--- src/rtl/spi_master_ctrl.sv ---
// spi_master_ctrl: memory-mapped SPI master, mode 0, MSB first, one 8-bit
// full-duplex transfer per TXDATA write.
// Ports:
//   clk, reset        - system clock, asynchronous active-high reset
//   sel, we, re       - bus select, write strobe, read strobe (read side effects)
//   addr, wdata       - byte offset (0x0 TXDATA, 0x4 RXDATA, 0x8 STATUS, 0xC CLKDIV), write data
//   rdata             - combinational read mux, 0 for undecoded offsets
//   spi_cs, spi_sclk  - chip select (active-low), serial clock (idles low)
//   spi_mosi, spi_miso- serial data out / in
module spi_master_ctrl #(
  parameter logic [7:0] DIV_RESET = 8'd3
) (
  input  logic        clk,
  input  logic        reset,
  input  logic        sel,
  input  logic        we,
  input  logic        re,
  input  logic [3:0]  addr,
  input  logic [31:0] wdata,
  output logic [31:0] rdata,
  output logic        spi_cs,
  output logic        spi_sclk,
  output logic        spi_mosi,
  input  logic        spi_miso
);

  localparam int unsigned DW = 8;
  localparam int unsigned BW = 3;
  localparam logic [3:0] A_TX  = 4'h0;
  localparam logic [3:0] A_RX  = 4'h4;
  localparam logic [3:0] A_ST  = 4'h8;
  localparam logic [3:0] A_DIV = 4'hC;

  typedef enum logic [2:0] {
    ST_IDLE  = 3'd0,
    ST_SETUP = 3'd1,
    ST_LEAD  = 3'd2,
    ST_TRAIL = 3'd3,
    ST_GAP   = 3'd4
  } state_t;

  state_t        state, state_n;
  logic [DW-1:0] clkdiv, div_lat, hcnt;
  logic [DW-1:0] tx_sh, rx_sh, rxbyte;
  logic [BW-1:0] bcnt;
  logic          rxv, ovr;
  logic          tx_wr, st_wr, div_wr, rx_rd;
  logic          busy, start, half_done;
  logic          rise, fall, gap_entry, bit_done;
  logic          unused_wdata;

  // Bus decode
  assign tx_wr  = sel && we && (addr == A_TX);
  assign st_wr  = sel && we && (addr == A_ST);
  assign div_wr = sel && we && (addr == A_DIV);
  assign rx_rd  = sel && re && (addr == A_RX);

  assign busy      = (state != ST_IDLE);
  assign start     = tx_wr && !busy;
  assign half_done = (hcnt == div_lat);
  assign unused_wdata = ^wdata[31:8];

  // State register
  always_ff @(posedge clk or posedge reset) begin
    if (reset) state <= ST_IDLE;
    else       state <= state_n;
  end

  // Next state and per-edge strobes
  always_comb begin
    state_n   = state;
    rise      = 1'b0;
    fall      = 1'b0;
    gap_entry = 1'b0;
    bit_done  = 1'b0;
    case (state)
      ST_IDLE:  if (start) state_n = ST_SETUP;
      ST_SETUP: if (half_done) begin
                  state_n = ST_LEAD;
                  rise    = 1'b1;
                end
      ST_LEAD:  if (half_done) begin
                  state_n = ST_TRAIL;
                  fall    = 1'b1;
                end
      ST_TRAIL: if (half_done) begin
                  bit_done = 1'b1;
                  if (bcnt == BW'(7)) begin
                    state_n   = ST_GAP;
                    gap_entry = 1'b1;
                  end else begin
                    state_n = ST_LEAD;
                    rise    = 1'b1;
                  end
                end
      ST_GAP:   if (half_done) state_n = ST_IDLE;
      default:  state_n = ST_IDLE;
    endcase
  end

  // Half-period and bit counters; divider is frozen for the whole transfer
  always_ff @(posedge clk or posedge reset) begin
    if (reset) begin
      hcnt    <= '0;
      div_lat <= '0;
      bcnt    <= '0;
    end else begin
      if (start) begin
        hcnt    <= '0;
        div_lat <= clkdiv;
      end else if (busy) begin
        hcnt <= half_done ? '0 : hcnt + DW'(1);
      end
      if (start)         bcnt <= '0;
      else if (bit_done) bcnt <= bcnt + BW'(1);
    end
  end

  // Shift registers and received byte
  always_ff @(posedge clk or posedge reset) begin
    if (reset) begin
      tx_sh  <= '0;
      rx_sh  <= '0;
      rxbyte <= '0;
    end else begin
      if (start)     tx_sh <= wdata[7:0];
      else if (fall) tx_sh <= {tx_sh[6:0], 1'b0};
      if (rise)      rx_sh <= {rx_sh[6:0], spi_miso};
      if (gap_entry) rxbyte <= rx_sh;
    end
  end

  // Control/status registers; RXV set beats a same-cycle RXDATA read
  always_ff @(posedge clk or posedge reset) begin
    if (reset) begin
      rxv    <= 1'b0;
      ovr    <= 1'b0;
      clkdiv <= DIV_RESET;
    end else begin
      if (gap_entry)  rxv <= 1'b1;
      else if (rx_rd) rxv <= 1'b0;
      if (tx_wr && busy)          ovr <= 1'b1;
      else if (st_wr && wdata[2]) ovr <= 1'b0;
      if (div_wr) clkdiv <= wdata[7:0];
    end
  end

  // Pin registers, driven from the next state so they change with it
  always_ff @(posedge clk or posedge reset) begin
    if (reset) begin
      spi_cs   <= 1'b1;
      spi_sclk <= 1'b0;
      spi_mosi <= 1'b0;
    end else begin
      spi_cs   <= (state_n == ST_IDLE) || (state_n == ST_GAP);
      spi_sclk <= (state_n == ST_LEAD);
      if (start)          spi_mosi <= wdata[7];
      else if (fall)      spi_mosi <= tx_sh[6];
      else if (gap_entry) spi_mosi <= 1'b0;
    end
  end

  // Read mux
  always_comb begin
    rdata = '0;
    case (addr)
      A_RX:    rdata = 32'(rxbyte);
      A_ST:    rdata = 32'({ovr, rxv, busy});
      A_DIV:   rdata = 32'(clkdiv);
      default: rdata = '0;
    endcase
  end

endmodule

--- config.mk ---
export PLATFORM = sky130hd
export DESIGN_NAME = spi_master_ctrl
export DESIGN_NICKNAME = d
export VERILOG_FILES = /design/src/rtl/spi_master_ctrl.sv
export SDC_FILE = /design/constraint.sdc
export NUM_CORES = 1
export LEC_CHECK = 0
export CAP_MARGIN = 20
export CORE_ASPECT_RATIO = 1.2
export CORE_MARGIN = 1
export CORE_UTILIZATION = 49
export CTS_CLUSTER_SIZE = 12
export DETAILED_ROUTE_END_ITERATION = 6
export GPL_TIMING_DRIVEN = 0
export PLACE_DENSITY = 0.9
export SLEW_MARGIN = 20
export SYNTH_ARGS = -nofsm -noshare
export SYNTH_HDL_FRONTEND = slang
export SYNTH_SLANG_ARGS = --single-unit
--- constraint.sdc ---
create_clock -name clk -period 2.6 [get_ports clk]
set_input_delay 0.52 -clock clk [delete_from_list [all_inputs] [get_ports clk]]
set_output_delay 0.52 -clock clk [all_outputs]
set_load 0.02 [all_outputs]
==> impl_metrics.ini, run 1 <==
[synthesis]
synth-edff-count = 0
yosysTopAreaCell = dfrtp_1
yosysWarnings = 0
synth_seq_area_share_pct = 49.5
synth_area_leaders = dfrtp_1, mux2_2, buf_4
ys_seq_elements = 58
ys_types = 45
syn-cell-area_um2 = 2940
synth_cells = 277
ys_dominant_reg_cell = dfrtp_1
avgSynthCellArea_um2 = 10.6
async_flop_share_pct = 100
synth_top_area_share_pct = 46.8

[grt]
met3_usage_pct = 4.88
met2_usage_pct = 36.2
track_usage_pct = 21.3
top_usage_layer = met2
overflow = 0
use_met1_pct = 24.7
antenna_found_initial = 0
grt_max_degree = 59
grt_pass1_vias = 2092
grt_pass1_wl_mm = 10.0

[timing]
finalMaxSlewViolations = 0
maxSlewHeadroom_pct = 45.5
final_hold_viol_count = 0
finalSetupViolCount = 0
fmax_mhz = 400
worstMarginPinSlew_ps = 810
rsz0062_at_grt = false
fin_skew_ps = 4.31
fin_crit_ps = 2500
fin_tns_setup_ps = 0
post-route-period-util_pct = 96.2

[final_layout]
final_cells = 422
syn2layout_area_growth_pct = 23.9
n_antenna_cell = 0
layout_common_cells = dfrtp_1, nand2_1, mux2_2, buf_4
final_common_cell = dfrtp_1
drive_gt1_share_pct = 24.0
layout.nets = 383
utilization_pct = 63.8
fillerInstances = 453

[clocking]
cts_tree = built
clk_latency_ps = 330
clk_pin_slew_worst_paths_ps = 60
cts_max_path_buffers = 2
root_buffer = clkbuf_8
post_cts_buffers = 0
cts_hold_buffers = 0
cts_max_level = 3
clock-sinks = 58
cts_buffers = 9

[drt]
viasPerCell = 5.06
first_iter_violations = 113
wl_per_cell_um = 13.9
vias = 2136
wirelength_mm = 5.87
firstDrtPassIters = 4
final_antenna_net_count = 0
drc = 0

[setup_path]
critPathMaxStageDelay_ps = 480
crit_required_ps = 2080
path_cells = clkdlybuf4s50_1 -> buf_4 -> nor2b_2 -> a22oi_1 -> nor2_1 -> dlygate4sd2_1
worstPathArrival_ps = 1980
crit_type = in -> out
cp-start-kind = input port
crit_slowest_cell = clkdlybuf4s50_1
crit_fanout = 10
end_kind = output port

[placed_design]
placedCellCount = 407
io_buffers = 27
gp_congestion = 0.813
dp_hpwl_mm = 4.31

[outcome]
outcome = completed

[pwr]
p_leak_nw = 1.82
vdd_drop_max_v = 0.000482
powerDensity_nw_per_um2 = 937

[floorplanning]
pin_count = 77
start_util_pct = 51.5
fp.dieW_um = 72.7
core_area_um2 = 5710
num_rows = 30
dieArea_um2 = 6310
die_y_um = 86.8

[hold_path]
hold_class = reg -> reg

[job]
cap_violations = 0
-- power breakdown --
part	internal (mW)	switching [mW]	total, mW
Sequential	1.14	0.191	1.33
Combinational	0.486	0.580	1.07
Clock	0.656	0.353	1.01
-- state kept, by name, indices dropped and copies added (netlist names) --
register  cells
bcnt          3
clkdiv        8
div_lat       8
hcnt          8
ovr           1
rx_sh         8
rxbyte        8
rxv           1
spi_cs        1
spi_mosi      1
spi_sclk      1
state         3
tx_sh         7
-- per-layer routing --
metal  vias to the layer above  part of all wire [%]
met2                        84                    53
met5                         -                     0
met4                         0                   2.8
met3                        19                   4.7
met1                      1004                    40
li1                       1029                     -
-- logic make-up after synthesis --
group           share of synthesized area, %
buf+inv                                 7.88
other cells                            0.128
simple gates                            16.1
compound gates                          7.58
flops                                   49.5
xor+xnor                                2.98
fa+ha+maj                               1.28
mux                                     14.6
-- timing repair --
item,CTS,global route
resized for setup,11,1
setup endpoints to repair,8,1
hold endpoints to repair,0,0
pin swaps,0,0
-- metrics by stage --
| stage | hold WS, ps | cell area, um2 | power [mW] | worst slack [ps] |
|---|---|---|---|---|
| floorplan | 446 | 3020 | 2.10 | 630 |
| global placement | 457 | 3390 | 2.33 | -388 |
| detailed placement | 464 | 3400 | 2.40 | -451 |
| CTS | 479 | 3630 | 3.41 | 77.9 |
| global route | 492 | 3640 | 3.61 | 22.8 |
| finish | 480 | 3640 | 3.41 | 98.0 |
-- path summary, 6_finish.rpt --
path	start	endpoint	slack (ps)	depth (start not counted)
worst min register to register	rxv$_DFFE_PP0P_	rxv$_DFFE_PP0P_	480	1
max in group asynchronous	reset	hcnt[5]$_DFFE_PP0P_	1490	2
worst max register to register	hcnt[1]$_DFFE_PP0P_	rxbyte[6]$_DFFE_PP0P_	140	5
min in group asynchronous	reset	rx_sh[0]$_DFFE_PP0P_	650	2
worst max-delay path	addr[3]	rdata[1]	100	6
worst min-delay path	rxv$_DFFE_PP0P_	rxv$_DFFE_PP0P_	480	1
-- critical path: cells and delay by family --
family | cells | cell delay, ps
buffers and inverters | 3 | 1050
AND/OR/NAND/NOR | 2 | 290
AO/OA/AOI/OAI | 1 | 110
-- synth_stat cells, types with 3 or more instances --
master     n
a21oi_1   14
a22o_1     3
a22oi_1    3
a31oi_1    5
and3_1     3
buf_4     24
clkbuf_1   5
dfrtp_1   55
dfstp_2    3
ha_1       3
mux2_2    26
mux2i_1   12
nand2_1   37
nand3_1    9
nor2_1    24
nor2b_1    4
nor3_1     3
o21ai_0    3
xor2_1    10
-- cell type report --
class	count	area, um2	area share (%)
plain buffers	33	228	6.26
clock buffers	10	138	3.78
clock inverters	5	103	2.82
inverters	2	10.0	0.275
multi-input cells	207	1350	37.0
flip-flops and latches	58	1460	40.0
well taps	80	100	2.75
repair buffers	27	260	7.15
Power figures use the tool's default switching activity.
==> run 2, diff against run 1 <==
ABC_CLOCK_PERIOD_IN_PS = 2600   (was default)
==> results of run 2 <==
Final layout, timing and power as in run 1 (identical DEF).
